## src/rtl/demux_pkg.sv

```systemverilog
// Shared types for the 1-to-3 stream demultiplexer.
//   dest_e : per-beat destination select carried with each input beat
//   NUM_CH : number of output channels
package demux_pkg;

  localparam int unsigned NUM_CH = 3;

  typedef enum logic [1:0] {
    DEST_A       = 2'd0,
    DEST_B       = 2'd1,
    DEST_C       = 2'd2,
    DEST_ILLEGAL = 2'd3
  } dest_e;

endpackage : demux_pkg

```

## src/rtl/demux_out_reg.sv

```systemverilog
// One-entry valid/ready output register for a single demux channel.
// Ports:
//   clk, rst_n : clock, async active-low reset
//   load       : accept load_data this cycle (only asserted while free)
//   load_data  : payload to capture
//   out_ready  : downstream ready
//   out_valid  : registered valid
//   out_data   : registered payload, stable while stalled
//   free       : combinational, entry can take a beat this cycle
module demux_out_reg #(
  parameter int unsigned DATA_W = 8
) (
  input  logic              clk,
  input  logic              rst_n,
  input  logic              load,
  input  logic [DATA_W-1:0] load_data,
  input  logic              out_ready,
  output logic              out_valid,
  output logic [DATA_W-1:0] out_data,
  output logic              free
);

  logic              valid_q, valid_d;
  logic [DATA_W-1:0] data_q,  data_d;

  // Empty, or draining this cycle so a new beat can replace it.
  assign free = !valid_q || out_ready;

  // Next-state: load wins over drain, giving one beat per cycle.
  always_comb begin
    valid_d = valid_q;
    data_d  = data_q;
    if (load) begin
      valid_d = 1'b1;
      data_d  = load_data;
    end else if (out_ready) begin
      valid_d = 1'b0;
    end
  end

  always_ff @(posedge clk or negedge rst_n) begin
    if (!rst_n) begin
      valid_q <= 1'b0;
      data_q  <= '0;
    end else begin
      valid_q <= valid_d;
      data_q  <= data_d;
    end
  end

  assign out_valid = valid_q;
  assign out_data  = data_q;

endmodule : demux_out_reg

```

## src/rtl/demux3_stream_router.sv

```systemverilog
// Registered 1-to-3 stream demultiplexer with illegal-select accounting.
// Ports:
//   clk, rst_n          : clock, async active-low reset
//   in_valid/in_ready   : input handshake; in_ready is combinational
//   in_sel, in_data     : destination select (3 = illegal) and payload
//   out_valid/out_ready : per-channel handshake, bit0=A bit1=B bit2=C
//   out_data            : per-channel payload, slice k = [k*DATA_W +: DATA_W]
//   err_pulse           : one-cycle pulse per dropped illegal beat
//   err_flag, err_cnt   : sticky flag and saturating count of illegal beats
//   err_clr             : synchronous clear of err_flag/err_cnt
module demux3_stream_router
  import demux_pkg::*;
#(
  parameter int unsigned DATA_W    = 8,
  parameter int unsigned ERR_CNT_W = 8
) (
  input  logic                     clk,
  input  logic                     rst_n,
  input  logic                     in_valid,
  output logic                     in_ready,
  input  logic [1:0]               in_sel,
  input  logic [DATA_W-1:0]        in_data,
  output logic [NUM_CH-1:0]        out_valid,
  input  logic [NUM_CH-1:0]        out_ready,
  output logic [NUM_CH*DATA_W-1:0] out_data,
  output logic                     err_pulse,
  output logic                     err_flag,
  output logic [ERR_CNT_W-1:0]     err_cnt,
  input  logic                     err_clr
);

  dest_e                dest;
  logic [NUM_CH-1:0]    free_c;
  logic [NUM_CH-1:0]    load_c;
  logic                 illegal_acc_c;

  logic                 err_pulse_q, err_pulse_d;
  logic                 err_flag_q,  err_flag_d;
  logic [ERR_CNT_W-1:0] err_cnt_q,   err_cnt_d;

  assign dest = dest_e'(in_sel);

  // Routing: legal beats wait for their channel, illegal beats are always taken.
  always_comb begin
    in_ready      = 1'b0;
    load_c        = '0;
    illegal_acc_c = 1'b0;
    unique case (dest)
      DEST_A: begin
        in_ready  = free_c[0];
        load_c[0] = in_valid && free_c[0];
      end
      DEST_B: begin
        in_ready  = free_c[1];
        load_c[1] = in_valid && free_c[1];
      end
      DEST_C: begin
        in_ready  = free_c[2];
        load_c[2] = in_valid && free_c[2];
      end
      default: begin
        in_ready      = 1'b1;
        illegal_acc_c = in_valid;
      end
    endcase
  end

  for (genvar k = 0; k < NUM_CH; k++) begin : g_ch
    demux_out_reg #(.DATA_W(DATA_W)) u_out_reg (
      .clk       (clk),
      .rst_n     (rst_n),
      .load      (load_c[k]),
      .load_data (in_data),
      .out_ready (out_ready[k]),
      .out_valid (out_valid[k]),
      .out_data  (out_data[k*DATA_W +: DATA_W]),
      .free      (free_c[k])
    );
  end

  // Error tracking: a new illegal beat takes priority over a clear.
  always_comb begin
    err_pulse_d = illegal_acc_c;
    err_flag_d  = err_flag_q;
    err_cnt_d   = err_cnt_q;
    if (err_clr) begin
      err_flag_d = illegal_acc_c;
      err_cnt_d  = illegal_acc_c ? ERR_CNT_W'(1) : '0;
    end else if (illegal_acc_c) begin
      err_flag_d = 1'b1;
      if (err_cnt_q != '1) begin
        err_cnt_d = err_cnt_q + ERR_CNT_W'(1);
      end
    end
  end

  always_ff @(posedge clk or negedge rst_n) begin
    if (!rst_n) begin
      err_pulse_q <= 1'b0;
      err_flag_q  <= 1'b0;
      err_cnt_q   <= '0;
    end else begin
      err_pulse_q <= err_pulse_d;
      err_flag_q  <= err_flag_d;
      err_cnt_q   <= err_cnt_d;
    end
  end

  assign err_pulse = err_pulse_q;
  assign err_flag  = err_flag_q;
  assign err_cnt   = err_cnt_q;

endmodule : demux3_stream_router

```

## config.mk

```make
export PLATFORM = sky130hd
export DESIGN_NAME = demux3_stream_router
export DESIGN_NICKNAME = d
export VERILOG_FILES = /design/src/rtl/demux_pkg.sv /design/src/rtl/demux_out_reg.sv /design/src/rtl/demux3_stream_router.sv
export SDC_FILE = /design/constraint.sdc
export NUM_CORES = 1
export LEC_CHECK = 0
export BUFFER_PORTS_ARGS = -buffer_cell sky130_fd_sc_hd__buf_2
export CORE_MARGIN = 4
export CORE_UTILIZATION = 53
export CTS_CLUSTER_DIAMETER = 30
export DETAILED_ROUTE_END_ITERATION = 8
export GPL_TIMING_DRIVEN = 1
export PLACE_DENSITY = 0.94
export RECOVER_POWER = 50
export SLEW_MARGIN = 5
export SYNTH_ARGS = -nofsm -noshare
export SYNTH_HDL_FRONTEND = slang
export SYNTH_HIERARCHICAL = 1
export SYNTH_SLANG_ARGS = --single-unit
```

## constraint.sdc

```tcl
create_clock -name clk -period 4.15 [get_ports clk]
set_clock_uncertainty 0.15 [all_clocks]
set_input_delay 0.2075 -clock clk [delete_from_list [all_inputs] [get_ports clk]]
set_output_delay 0.2075 -clock clk [all_outputs]
set_load 0.005 [all_outputs]
```

==> results.txt <==
- Run status: complete, but fails checks
* Failing checks: capacitance limit, slew limit
- For this design the top-level I/O count stands at 55.
* Most common cell after layout, fill and taps aside: buf_2
- The first detailed-routing pass took 4 iterations.
* Die height: 64.3 µm
* Post-synthesis to final-layout area growth: 28.3%
- Timing would allow up to 456 MHz.
* Number of buffers created by CTS: 5
* Number of distinct library cells after synthesis: 34
* Post-detailed-route DRC marker count: 0
- Final period util: 52.8%
* Min setup slack post-route: 1.96 ns
* Buffers and inverters on the worst path: 2
- Required time at the endpoint of the critical path: 4.08 ns
* FF+latch count, synth: 37
* Global-route total usage across every layer: 21.1%
* Wire length after detailed routing: 3910 µm
- Clock latency on the worst-skew pair: 0.34 ns
- Total Die Area: 4130 µm²
* Total half-perimeter wirelength after legalization and detailed placement: 2730 µm
- Clk root buf: clkbuf_4
- Clock input transition at the sequential cells of the worst setup and hold paths: 0.12 ns
- The average instance in the mapped netlist occupies 14.2 µm².
* Highest-count cells in the layout ignoring fill and taps: buf_2, dfrtp_1, mux2_4
- Max Buffers Root-to-Sink: 2
- The number of cells on the worst reg-to-reg path is 4.
- Power density over cell area: 442 nW/µm²
- For this design the static power due to leakage is 1.07 nW.
- Setup repair after global routing left no endpoint under its margin.
- After synthesis the cells add up to 1680 µm².
* First-pass GRT wire length: 6750 µm
* Cell depth of the worst hold path: 3
- Worst slack at placement: 2.37 ns
* Nature of the critical path startpoint: primary input
- Layout Nets: 204
- Dividing the detail-routed wire length by the instance count gives 16.9 µm.
- Rel. slew slack: -28.9%
* Antenna violations before repair: 0
- Cell depth of the worst setup path: 2
- Post-synthesis sequential area ratio: 55.1%
- STA classifies the critical path endpoint as an async pin.
- Setup total negative slack: 0 ns
- Largest stage delay on the critical path: 1.39 ns
- Fraction of layout cells with a size suffix above 1: 40.6%
- Total nets after synthesis: 136
- Cells fill 70.6% of the core in the end.
* Minimum clock period: 2.19 ns
- Final RePlAce weighted congestion: 0.925
- Of all nets on the critical path, the largest fanout is 37.
- Vias in the first global route: 1,336
* Initial standard-cell utilization of the core: 55.0%
- Final setup violation count: 0
* Reported max-cap violation count: 1
* # H-tree levels: 2
- CTS tree: yes
- In this run the core area contains 20 standard-cell rows.
- Number of diodes: 0
- Yosys printed 6 warnings.
* Initial DRC Count: 52
- The count of nets left with antenna violations once routing finished came out at 0.
- Width of the chip: 64.3 µm
- Cell-by-cell listing of the critical path: dlygate4sd3_1 > clkbuf_1
- Sum of internal, switching and leakage power: 0.952 mW
- The number of pins with negative max-slew slack in the final report came to 38.
* Core outline area: 3050 µm²
- Critical Path AT: 2.13 ns
* Total grt overflow: 0
* Via-to-Cell Ratio: 5.23
- Count of endpoints failing hold in the final timing report: 0
- For the pin with the worst max-slew slack, the measured transition is 1.93 ns.
- Slowest stage cell on the critical path: clkbuf_1
- In the synthesized netlist, the number of instances is 118.
* Number of port buffers: 54
- Maximum number of pins on one net before global-route repair: 38
* Tightest Hold Check Type: primary input to register
- Setup CP Type: primary input to async pin
* Post-CTS setup buffer count: 0
- Across the VDD grid, the largest voltage drop is 0.000225 V.
- Clock Sink Count: 37
- The cell family contributing the most delay on the critical path is buffers and inverters.
- For this block, the via count after detailed routing is 1,208.
[layer usage]
metal  global-route usage [%]  routed length, µm  vias to the layer above  part of all wire, %
met5                        0                  0                        -                    0
met4                     5.01                 12                        0                 0.31
met3                     5.62                218                        2                  5.6
met2                     37.2               2040                       45                   52
met1                     25.5               1640                      610                   42
li1                         -                  -                      551                    -
[report_power, final]
part           total [mW]  switching [mW]  internal, mW  leakage (nW)
Sequential          0.449          0.0350         0.414         0.461
Clock               0.318           0.128         0.190        0.0558
Combinational       0.185          0.0714         0.114         0.549
Total               0.952           0.235         0.717          1.07
[final cells by class]
type | instances | area, µm²
multi-input cells | 74 | 687
clock buffers | 5 | 37.5
clock inverters | 3 | 68.8
repair buffers | 65 | 364
fillers | 226 | 898
inverters | 3 | 16.3
well taps | 44 | 55.1
flip-flops and latches | 37 | 926
[stage by stage]
stage | std cells | instance area, µm² | hold WS (ns)
floorplan | 118 | 1680 | -0.238
global placement | 212 | 1970 | 0.169
detailed placement | 212 | 1970 | 0.191
CTS | 231 | 2180 | 0.0174
global route | 231 | 2150 | 0.0268
finish | 231 | 2150 | 0.0240
[final timing paths]
check                                                 to  slack [ns]                           from
min reg2reg                g_ch[1].u_out_reg/out_data[5]        0.38  g_ch[1].u_out_reg/out_data[5]
max                                           err_cnt[0]        1.96                          rst_n
min                          g_ch[2].u_out_reg/out_valid        0.02                   out_ready[2]
min in group asynchronous  g_ch[1].u_out_reg/out_data[1]        0.78                          rst_n
max in group clk                                in_ready        2.20                   out_ready[0]
max reg2reg                g_ch[0].u_out_reg/out_data[7]        2.36    g_ch[0].u_out_reg/out_valid
[cell families after synthesis]
kind of cell    share of synthesized area (%)
compound gates                           4.84
buf+inv                                  3.20
xor+xnor                                 1.04
simple gates                             12.4
flops                                    55.1
mux                                      22.7
fa+ha+maj                               0.745
[registers in the layout, summed over array words and instances (netlist names)]
signal                    cells
err_cnt                       8
err_flag                      1
g_ch.u_out_reg/out_data      24
err_pulse                     1
g_ch.u_out_reg/out_valid      3
[cells in the mapped netlist]
master	number	area [µm²]
a31oi_1	1	6.26
o311ai_0	1	8.76
or3_1	1	6.26
and3b_1	1	8.76
buf_6	3	33.8
and2b_1	1	7.51
and4b_1	2	20.0
nor2_1	8	30.0
a211oi_1	2	15.0
xor2_1	2	17.5
nor2b_1	1	6.26
inv_1	2	7.51
ha_1	1	12.5
and4_1	1	8.76
o21ai_0	2	10.0
a21oi_1	2	10.0
o21ai_2	1	8.76
nand3_1	2	10.0
nand4_2	1	12.5
clkinv_4	1	8.76
and3_1	1	6.26
nand4_1	1	6.26
nand2b_1	6	37.5
mux2i_1	2	20.0
dfrtp_1	37	926
o211ai_1	2	15.0
o21a_1	1	7.51
nand3_4	1	17.5
nand2_1	3	11.3
nand3b_1	1	7.51
clkbuf_1	1	3.75
nor3_1	1	5.00
and2_1	1	6.26
mux2_4	24	360
[worst register-to-register path: stages (launching register included)]
cell	delay (ns)
dfrtp_1	0.40
nand2b_1	0.09
and2b_1	0.15
and3b_1	0.55
mux2_4	0.36
[timing repair]
action,in CTS,in global routing
gates resized for setup,0,0
hold buffers,11,0
hold endpoints to repair,68,0
Note: power is estimated with default switching activity, not from simulation.
